## src/rtl/mod461_residue_accumulator.sv

```systemverilog
// Streaming modulo-MODULUS accumulator for per-chunk residues of a wide operand.
// One residue beat per cycle in ACCUM; the final residue is held in HOLD until taken downstream.
module mod461_residue_accumulator #(
   parameter int MODULUS    = 461,
   parameter int NUM_CHUNKS = 84,
   parameter int CNT_W      = 7
) (
   input  logic       clk,
   input  logic       rst,
   input  logic       in_valid,
   output logic       in_ready,
   input  logic [8:0] in_res,
   input  logic       in_last,
   output logic       out_valid,
   input  logic       out_ready,
   output logic [8:0] out_res,
   output logic       out_err
);

   // Stream handshakes: a transfer happens on a rising edge where valid and ready
   // are both high; a source holding valid keeps its payload stable until then.

   typedef enum logic {ACCUM, HOLD} state_t;

   localparam logic [9:0] MOD_W = MODULUS[9:0];
   localparam logic [CNT_W:0] TARGET = NUM_CHUNKS[CNT_W:0];
   localparam int SAT_I = NUM_CHUNKS + 1;
   localparam logic [CNT_W-1:0] SAT = SAT_I[CNT_W-1:0];

   state_t state, next_state;

   logic [8:0]       acc;
   logic [CNT_W-1:0] cnt;
   logic             rng_err;

   logic             accept;
   logic             over;
   logic [8:0]       r;
   logic [9:0]       s;
   logic [8:0]       acc_next;
   logic [CNT_W:0]   cnt_inc;
   logic [CNT_W-1:0] cnt_next;
   logic             len_err;

   // Readiness is a decode of the registered state, forced low while reset is held.
   assign in_ready  = (state == ACCUM) && !rst;
   assign out_valid = (state == HOLD);
   assign accept    = in_valid && in_ready;

   always_comb begin
      over     = ({1'b0, in_res} >= MOD_W);
      r        = over ? (in_res - MOD_W[8:0]) : in_res;
      s        = {1'b0, acc} + {1'b0, r};
      acc_next = (s >= MOD_W) ? 9'(s - MOD_W) : s[8:0];
      cnt_inc  = {1'b0, cnt} + {{CNT_W{1'b0}}, 1'b1};
      cnt_next = (cnt == SAT) ? cnt : cnt_inc[CNT_W-1:0];
      len_err  = (cnt_inc != TARGET);
   end

   always_comb begin
      next_state = state;
      case (state)
         ACCUM: if (accept && in_last) next_state = HOLD;
         HOLD:  if (out_ready) next_state = ACCUM;
         default: next_state = ACCUM;
      endcase
   end

   always_ff @(posedge clk) begin
      if (rst) state <= ACCUM;
      else     state <= next_state;
   end

   always_ff @(posedge clk) begin
      if (rst) begin
         acc     <= '0;
         cnt     <= '0;
         rng_err <= 1'b0;
         out_res <= '0;
         out_err <= 1'b0;
      end else if (accept) begin
         if (in_last) begin
            // The result and the error flag both include the closing beat.
            out_res <= acc_next;
            out_err <= rng_err | over | len_err;
            acc     <= '0;
            cnt     <= '0;
            rng_err <= 1'b0;
         end else begin
            acc     <= acc_next;
            cnt     <= cnt_next;
            rng_err <= rng_err | over;
         end
      end
   end

endmodule

```

## config.mk

```make
export PLATFORM = sky130hd
export DESIGN_NAME = mod461_residue_accumulator
export DESIGN_NICKNAME = d
export VERILOG_FILES = /design/src/rtl/mod461_residue_accumulator.sv
export SDC_FILE = /design/constraint.sdc
export NUM_CORES = 1
export LEC_CHECK = 0
export BUFFER_PORTS_ARGS = -buffer_cell sky130_fd_sc_hd__buf_2
export CAP_MARGIN = 20
export CORE_ASPECT_RATIO = 0.8
export CORE_MARGIN = 3
export CORE_UTILIZATION = 25
export CTS_CLUSTER_DIAMETER = 40
export CTS_CLUSTER_SIZE = 40
export DETAILED_ROUTE_END_ITERATION = 16
export GPL_TIMING_DRIVEN = 0
export HOLD_SLACK_MARGIN = 0.06
export SYNTH_ARGS = -nofsm -noshare
export SYNTH_HDL_FRONTEND = slang
export SYNTH_SLANG_ARGS = --single-unit
```

## constraint.sdc

```tcl
create_clock -name clk -period 5.3 [get_ports clk]
set_input_delay 1.06 -clock clk [delete_from_list [all_inputs] [get_ports clk]]
set_output_delay 1.06 -clock clk [all_outputs]
set_load 0.1 [all_outputs]
```

==> qor.yml, run 1 <==
synth_commonest_cells: "dfxtp_1, nor2_1, nand2_1, ha_1, nand3_1"
synth_cells: 277
synth_flop_cell: "dfxtp_1"
period_share: 0.926
root_buffer: "clkbuf_8"
netlist.area_leader.share: 0.254
ir_worst_vdd_uv: 131
slew_viol_final: 0
fillers: 940
fin_worst_skew_ns: 0.00151
cp_slowest_cell: "fa_1"
grt_pass1_vias: 1908
antenna_cells: 0
clock-sinks: 28
cts_buffers: 3
post_synth.cell_area_avg_um2: 7.97
dr.first_iter.drc_count: 68
clk_latency_ns: 0.27
min_period_ns: 4.91
die_h_um: 90.0
die_area_mm2: 0.0100
grt_max_degree: 16
seq_area_frac_synth: 0.254
syn-num-nets: 308
hp-class: "reg2reg"
antenna_found_initial: 0
r2r_slack_ns: 2.05
clk_pin_slew_ns: 0.09
worstHoldStart: "out_valid"
setup_viol: 0
drive_gt1_frac: 0.131
critPathMaxStageDelay_ns: 0.44
cts_max_path_buffers: 2
status: "complete, no violations"
hold_violations: 0
wl_per_cell_um: 13.1
top_level_ports: 26
grtUsageTotal: 0.106
initial_core_util: 0.259
cap_violations: 0
syn_area_mm2: 0.00221
yosysUniqueCellTypes: 56
hpwl_um: 4290
async_reset_ff_frac: 0
finalPower_mw: 0.828
crit_path_max_fanout: 10
wirelength_um: 5490
yosys_warnings: 0
cts_tree: "done"
yosys.cell_count.top_type: "dfxtp_1"
holdPathStages: 2
max_clock_freq_mhz: 204
required_ns: 5.47
path_class: "in2reg"
h-tree-depth: 1
r2r-start: "acc[0]"
grt_pass1_wl_um: 9130
synth_edf_count: 0
grt_overflow_total: 0
nets: 338
cts_hold_buf: 0
core-area_mm2: 0.00852
worstSetupEndpointType: "flop"
syn_to_final_growth_pct: 14.6
start_kind: "input pin"
min_to: "out_valid"
rsz0062_at_grt: "no"
drc: 0
arrival_ns: 5.08
tightest_slew_ns: 0.623
postCtsSetupBuffers: 0
synth_area_leaders: "dfxtp_1, ha_1, xnor2_1"
drt-pass1-iter-count: 4
cellPowerDensity_mw_per_mm2: 327
p_leak_nw: 1.04
ys_ff_latch: 28
setup_tns_ns: 0
r2r-end: "acc[0]"
cts_resized: 0
rows: 30
slew_headroom: 0.583
vias: 2096
yosys.area.top_type: "dfxtp_1"
ff2ff_path_depth: 12
die_w_um: 111
cp_cell_sequence: "buf_2 -> inv_1 -> ha_1 -> o311ai_0 -> a21oi_1 -> clkbuf_2 -> xnor2_1 -> ha_1 -> inv_1 -> fa_1 -> nand2b_1 -> a21oi_1 -> and4b_1 -> o21ai_0 -> o211a_2 -> o32a_4 -> buf_2 -> xnor2_1 -> a22o_1"
vias_per_cell: 5.01
postRouteAntennaNets: 0
globalplace.congestion: 0.792
port_buffers: 25
through the flow:
stage	setup slack, ns	utilization	cell area (um^2)	instances	hold WS [ns]
finish	0.392	0.297	2530	418	0.468
global route	0.0441	0.297	2530	418	0.528
CTS	0.290	0.297	2530	418	0.466
detailed placement	0.0204	0.290	2470	414	0.452
global placement	0.0383	0.290	2470	414	0.450
floorplan	0.733	-	2210	277	0.432
cell families (layout without fill, tap and decap cells):
| group | count (synthesis) | in the layout | synth area share |
|---|---|---|---|
| xor gates and xnor gates | 19 | 19 | 0.0754 |
| AOI/OAI and AO/OA | 72 | 72 | 0.228 |
| muxes | 2 | 2 | 0.00907 |
| and+or+nand+nor | 114 | 114 | 0.286 |
| buffers and inverters | 25 | 54 | 0.0470 |
| adders and majority gates | 17 | 17 | 0.0998 |
| DFF | 28 | 28 | 0.254 |
critical path: cells and delay by family:
family,cells,cell delay [ns]
AND/OR/NAND/NOR,2,0.45
XOR/XNOR,2,0.38
AO/OA/AOI/OAI,7,1.71
buffers and inverters,5,0.68
adder cells (fa/ha/maj),3,0.82
sequential cells by signal (all words and copies together) (netlist names):
register   cells
acc            9
cnt            7
out_err        1
out_res        9
out_valid      1
rng_err        1
power breakdown:
group / internal, mW / switching (mW) / total, mW
combinational: 0.142 / 0.303 / 0.444
clock: 0.0665 / 0.0664 / 0.133
sequential: 0.235 / 0.0155 / 0.250
worst max-delay path by stage:
stage	start	to	slack [ns]	cells past startpoint
floorplan	in_res[1]	acc[6]	0.73	17
global placement	in_res[1]	acc[0]	0.04	19
detailed placement	in_res[1]	acc[0]	0.02	18
CTS	in_res[1]	acc[0]	0.29	18
global route	in_res[1]	out_res[2]	0.04	19
finish	in_res[1]	acc[0]	0.39	19
layout by cell type, fill, tap and decap left out, types with 4 or more instances in the layout:
cell type / count
a21oi_1: 13
clkbuf_1: 9
ha_1: 16
nor3b_1: 7
nand3b_1: 10
a32oi_1: 4
nand2b_1: 4
nor2_1: 24
or4_1: 4
o21ai_0: 13
clkbuf_8: 4
and2_1: 4
inv_1: 12
buf_2: 26
dfxtp_1: 28
o21ai_1: 6
xor2_1: 5
xnor2_1: 14
and3_1: 6
nand3_1: 15
nand2_1: 18
nor3_1: 7
area by class of cell:
class | instances | area (um^2) | area share
multi-input cells | 224 | 1540 | 0.610
flip-flops and latches | 28 | 561 | 0.222
well taps | 112 | 140 | 0.0554
repair buffers | 25 | 125 | 0.0495
plain buffers | 13 | 60.1 | 0.0238
clock buffers | 4 | 55.1 | 0.0218
inverters | 12 | 45.0 | 0.0178
routing by layer:
metal | GRT usage | up-vias | routed length (um)
met4 | 0.0284 | 0 | 109
met3 | 0.0229 | 8 | 170
met5 | 0 | - | 0
li1 | - | 1072 | -
met2 | 0.161 | 29 | 2340
met1 | 0.153 | 987 | 2870
No activity file was read; power rests on OpenSTA's default activity.
==> inputs of run 2 (changes only) <==
- CORE_MARGIN: 3 -> default
==> qor.yml, run 2 (synthesized netlist as in run 1, its figures left out) <==
status: "complete, no violations"  # unchanged
die_h_um: 86.0  # was 90.0 um
hp-class: "reg2reg"  # unchanged
cts_max_path_buffers: 2  # unchanged
required_ns: 5.47  # about the same
wirelength_um: 5270  # was 5490 um
path_class: "in2reg"  # unchanged
final_common_cell: "dfxtp_1"  # unchanged
cap_violations: 0  # unchanged
cts_resized: 0  # unchanged
grt_pass1_vias: 1820  # was 1908
crit_start: "in_res[1]"  # unchanged
nets: 338  # unchanged
rows: 30  # unchanged
cp-endpoint: "acc[0]"  # unchanged
drt-pass1-iter-count: 4  # unchanged
fin_util: 0.295  # was 0.297
layout_common_cells: "dfxtp_1, buf_2, nor2_1"  # unchanged
h-tree-depth: 1  # unchanged
clk_pin_slew_ns: 0.09  # about the same
cts_buffers: 3  # unchanged
worstSetupEndpointType: "flop"  # unchanged
cts_hold_buf: 0  # unchanged
drc: 0  # unchanged
tightest_slew_ns: 0.618  # was 0.623 ns
drive_gt1_frac: 0.125  # was 0.131
cellPowerDensity_mw_per_mm2: 320  # was 327 mW/mm^2
grt_overflow_total: 0  # unchanged
rsz0062_at_grt: "no"  # unchanged
clk_latency_ns: 0.27  # about the same
period_share: 0.927  # was 0.926
core-area_mm2: 0.00852  # unchanged
p_leak_nw: 1.03  # was 1.04 nW
antenna_cells: 0  # unchanged
port_buffers: 25  # unchanged
min_period_ns: 4.91  # about the same
reg_top3: "acc: 9 flops, out_res: 9 flops, cnt: 7 flops"  # unchanged
vias_per_cell: 5.00  # was 5.01
die_w_um: 107  # was 111 um
arrival_ns: 5.08  # about the same
wl_per_cell_um: 12.6  # was 13.1 um
top_level_ports: 26  # unchanged
initial_core_util: 0.259  # unchanged
setup_slack_ns: 0.387  # was 0.392 ns
dpl_worst_slack_ns: 0.0639  # was 0.0204 ns
setup_tns_ns: 0  # unchanged
grt_pass1_wl_um: 8580  # was 9130 um
grt_max_degree: 15  # was 16
start_kind: "input pin"  # unchanged
crit_path_max_fanout: 10  # unchanged
antenna_found_initial: 0  # unchanged
clock-sinks: 28  # unchanged
cts_tree: "done"  # unchanged
globalplace.congestion: 0.809  # was 0.792
postCtsSetupBuffers: 0  # unchanged
die_area_mm2: 0.00921  # was 0.0100 mm^2
hpwl_um: 4190  # was 4290 um
postRouteAntennaNets: 0  # unchanged
cp_cell_sequence: "buf_2 -> inv_1 -> ha_1 -> o311ai_0 -> a21oi_1 -> clkbuf_1 -> xnor2_1 -> ha_1 -> inv_1 -> fa_1 -> nand2b_1 -> a21oi_1 -> and4b_1 -> o21ai_0 -> o211a_2 -> o32a_4 -> buf_2 -> xnor2_1 -> a22o_1"  # was buf_2 -> inv_1 -> ha_1 -> o311ai_0 -> a21oi_1 -> clkbuf_2 -> xnor2_1 -> ha_1 -> inv_1 -> fa_1 -> nand2b_1 -> a21oi_1 -> and4b_1 -> o21ai_0 -> o211a_2 -> o32a_4 -> buf_2 -> xnor2_1 -> a22o_1
critPathMaxStageDelay_ns: 0.43  # was 0.44 ns
max_clock_freq_mhz: 204  # about the same
cp_slowest_cell: "fa_1"  # unchanged
ff2ff_path_depth: 12  # unchanged
grtUsageTotal: 0.114  # was 0.106
ir_worst_vdd_uv: 142  # was 131 uV
r2r-start: "acc[0]"  # unchanged
dr.first_iter.drc_count: 63  # was 68
r2r-end: "acc[0]"  # unchanged
fin_worst_skew_ns: 0.00385  # was 0.00151 ns
syn_to_final_growth_pct: 13.9  # was 14.6%
slew_viol_final: 0  # unchanged
vias: 2084  # was 2096
root_buffer: "clkbuf_8"  # unchanged
setup_viol: 0  # unchanged
r2r_slack_ns: 2.09  # was 2.05 ns
slew_headroom: 0.587  # was 0.583
hold_violations: 0  # unchanged
==> run 2: changes by cell type in the layout (fill, tap and decap cells not counted), sizes merged <==
| cell | change |
|---|---|
| clkbuf | -1 |
==> run 2: layout make-up <==
type,count,area (um^2)
Buffer,13,58.8
Clock buffer,3,41.3
Fill cell,911,6010
Inverter,12,45.0
Multi-Input combinational cell,224,1540
Sequential cell,28,561
Tap cell,112,140
Timing Repair Buffer,25,125
==> run 2: stage by stage <==
stage          hold slack (ns)  total power [mW]  instance area (um^2)  std cells
2_1_floorplan            0.432             0.610                  2210        277
3_3_place_gp             0.452             0.689                  2470        414
3_5_place_dp             0.456             0.694                  2470        414
4_1_cts                  0.468             0.809                  2510        417
5_1_grt                  0.479             0.859                  2510        417
6_report                 0.471             0.805                  2510        417
==> run 2: power by group <==
group	internal (mW)	leakage (nW)	switching [mW]
combinational	0.141	0.782	0.298
clock	0.0510	0.0216	0.0638
sequential	0.235	0.228	0.0159
==> run 2: metal layers <==
metal / share of wire / vias up / GRT usage
li1: - / 1069 / -
met1: 0.52 / 983 / 0.162
met2: 0.44 / 28 / 0.178
met3: 0.032 / 4 / 0.0220
met4: 0.010 / 0 / 0.0212
met5: 0 / - / 0
==> run 2: how the worst min path moves through the flow <==
stage	from	endpoint	slack (ns)	depth (start not counted)
final	out_valid	out_valid	0.47	2
after global routing	out_valid	out_valid	0.48	2
after CTS	out_valid	out_valid	0.47	2
after detailed placement	out_valid	out_valid	0.46	2
after global placement	out_valid	out_valid	0.45	2
after floorplan	acc[7]	acc[7]	0.43	2
==> run 2: critical path, delay by kind of cell <==
kind / cells / cell delay (ns)
compound gates: 7 / 1.67
xor+xnor: 2 / 0.41
fa+ha+maj: 3 / 0.82
buf+inv: 5 / 0.68
simple gates: 2 / 0.44
==> inputs of run 3 (changes only) <==
- PLACE_DENSITY_LB_ADDON: default -> 0.15
==> qor.yml, run 3 (synthesized netlist as in run 1, its figures left out) <==
worstSetupEndpointType: "flop"  # unchanged
antenna_found_initial: 0  # unchanged
drc: 0  # unchanged
path_class: "in2reg"  # unchanged
slew_viol_final: 0  # unchanged
required_ns: 5.47  # about the same
setup_viol: 0  # unchanged
die_h_um: 86.0  # unchanged
dp_cells: 414  # unchanged
status: "complete, no violations"  # unchanged
arrival_ns: 5.11  # was 5.08 ns
syn_to_final_growth_pct: 14.1  # was 13.9%
postRouteAntennaNets: 0  # unchanged
critPathMaxStageDelay_ns: 0.43  # about the same
antenna_cells: 0  # unchanged
fillers: 925  # was 911
place_area_mm2: 0.00247  # unchanged
r2r_slack_ns: 2.08  # was 2.09 ns
h-tree-depth: 1  # unchanged
cts_hold_buf: 0  # unchanged
tightest_slew_ns: 0.646  # was 0.618 ns
layout_common_cells: "dfxtp_1, buf_2, nor2_1"  # unchanged
grt_pass1_wl_um: 9270  # was 8580 um
top_level_ports: 26  # unchanged
period_share: 0.932  # was 0.927
r2r-start: "acc[0]"  # unchanged
ff2ff_path_depth: 12  # unchanged
port_buffers: 25  # unchanged
start_kind: "input pin"  # unchanged
ir_worst_vdd_uv: 121  # was 142 uV
vias_per_cell: 4.91  # was 5.00
dr.first_iter.drc_count: 69  # was 63
p_leak_nw: 1.04  # was 1.03 nW
nets: 338  # unchanged
seq_area_um2: 561  # unchanged
cellPowerDensity_mw_per_mm2: 322  # was 320 mW/mm^2
slew_headroom: 0.568  # was 0.587
drt-pass1-iter-count: 4  # unchanged
path_depth: 19  # unchanged
die_w_um: 107  # unchanged
clk_pin_slew_ns: 0.09  # about the same
clk_latency_ns: 0.27  # about the same
clock-sinks: 28  # unchanged
wirelength_um: 5670  # was 5270 um
wl_per_cell_um: 13.6  # was 12.6 um
root_buffer: "clkbuf_8"  # unchanged
drive_gt1_frac: 0.131  # was 0.125
min_period_ns: 4.94  # was 4.91 ns
path_delay_family: "compound AO/OA/AOI/OAI gates"  # unchanged
die_area_mm2: 0.00921  # unchanged
r2r-end: "out_res[2]"  # was acc[0]
cp_slowest_cell: "fa_1"  # unchanged
setup_tns_ns: 0  # unchanged
hold_violations: 0  # unchanged
hpwl_um: 4570  # was 4190 um
reg_top3: "acc: 9 flops, out_res: 9 flops, cnt: 7 flops"  # unchanged
worstHoldStart: "out_valid"  # unchanged
grt_pass1_vias: 1825  # was 1820
cts_tree: "done"  # unchanged
crit_path_max_fanout: 10  # unchanged
instances_no_fill: 417  # unchanged
cap_violations: 0  # unchanged
initial_core_util: 0.259  # unchanged
cts_buffers: 3  # unchanged
holdPathStages: 2  # unchanged
final_common_cell: "dfxtp_1"  # unchanged
hp-class: "reg2reg"  # unchanged
vias: 2047  # was 2084
grt_overflow_total: 0  # unchanged
multi_input_area_mm2: 0.00155  # was 0.00154 mm^2
dpl_worst_slack_ns: -0.0241  # was 0.0639 ns
cp_cell_sequence: "buf_2 -> inv_1 -> ha_1 -> o311ai_0 -> a21oi_1 -> clkbuf_2 -> xnor2_1 -> ha_1 -> inv_1 -> fa_1 -> nand2b_1 -> a21oi_2 -> o31ai_1 -> a21boi_0 -> xnor2_1 -> o32a_4 -> buf_2 -> nor4_1 -> a311o_1"  # was buf_2 -> inv_1 -> ha_1 -> o311ai_0 -> a21oi_1 -> clkbuf_1 -> xnor2_1 -> ha_1 -> inv_1 -> fa_1 -> nand2b_1 -> a21oi_1 -> and4b_1 -> o21ai_0 -> o211a_2 -> o32a_4 -> buf_2 -> xnor2_1 -> a22o_1
design_area_mm2: 0.00252  # was 0.00251 mm^2
cts_max_path_buffers: 2  # unchanged
fin_worst_skew_ns: 0.00249  # was 0.00385 ns
grt_max_degree: 15  # unchanged
setup_slack_ns: 0.363  # was 0.387 ns
rows: 30  # unchanged
finalPower_mw: 0.812  # was 0.805 mW
min_to: "out_valid"  # unchanged
core-area_mm2: 0.00852  # unchanged
grtUsageTotal: 0.127  # was 0.114
rsz0062_at_grt: "no"  # unchanged
worst-path-buf-inv: 5  # unchanged
globalplace.congestion: 0.732  # was 0.809
max_clock_freq_mhz: 203  # was 204 MHz
run 3: metrics by stage:
| stage | util | hold WS [ns] |
|---|---|---|
| 5_1_grt | 0.296 | 0.521 |
| 6_report | 0.296 | 0.479 |
| 2_1_floorplan | - | 0.432 |
| 3_3_place_gp | 0.290 | 0.445 |
| 4_1_cts | 0.295 | 0.484 |
| 3_5_place_dp | 0.290 | 0.468 |
run 3: worst register-to-register path, delay by kind of cell, from the launching register on:
kind            cells  cell delay (ns)
compound gates      5             1.26
xor+xnor            1             0.27
fa+ha+maj           2             0.63
buf+inv             2             0.31
flops               1             0.36
simple gates        2             0.31
run 3: power breakdown:
part | internal [mW] | leakage (nW) | total (mW) | switching [mW]
clock | 0.0511 | 0.0216 | 0.118 | 0.0665
sequential | 0.235 | 0.228 | 0.250 | 0.0152
combinational | 0.142 | 0.785 | 0.445 | 0.303
total | 0.428 | 1.04 | 0.812 | 0.385
run 3: area by class of cell:
| class | count | share of cell area |
|---|---|---|
| multi-input cells | 224 | 0.614 |
| inverters | 12 | 0.0179 |
| repair buffers | 25 | 0.0497 |
| clock buffers | 3 | 0.0164 |
| plain buffers | 13 | 0.0238 |
| well taps | 112 | 0.0556 |
| flip-flops and latches | 28 | 0.223 |
run 3: per-layer routing:
layer,track usage,part of all wire,wire length (um),up-vias
li1,-,-,-,1075
met1,0.195,0.56,3170,953
met2,0.185,0.41,2340,17
met3,0.0243,0.022,127,2
met4,0.0149,0.0048,27,0
met5,0,0,0,-
run 3: worst max-delay path by stage:
stage,startpoint,to,slack [ns]
after global routing,in_res[1],out_res[2],0.03
after global placement,in_res[1],acc[0],-0.04
after floorplan,in_res[1],acc[6],0.73
final,in_res[1],out_res[2],0.36
after CTS,in_res[1],acc[0],0.24
after detailed placement,in_res[1],acc[0],-0.02
run 3: timing repair:
action / in CTS / in global routing
endpoints found under the setup margin: 0 / 12
gates resized for setup: 0 / 3
buffers inserted: 0 / 0
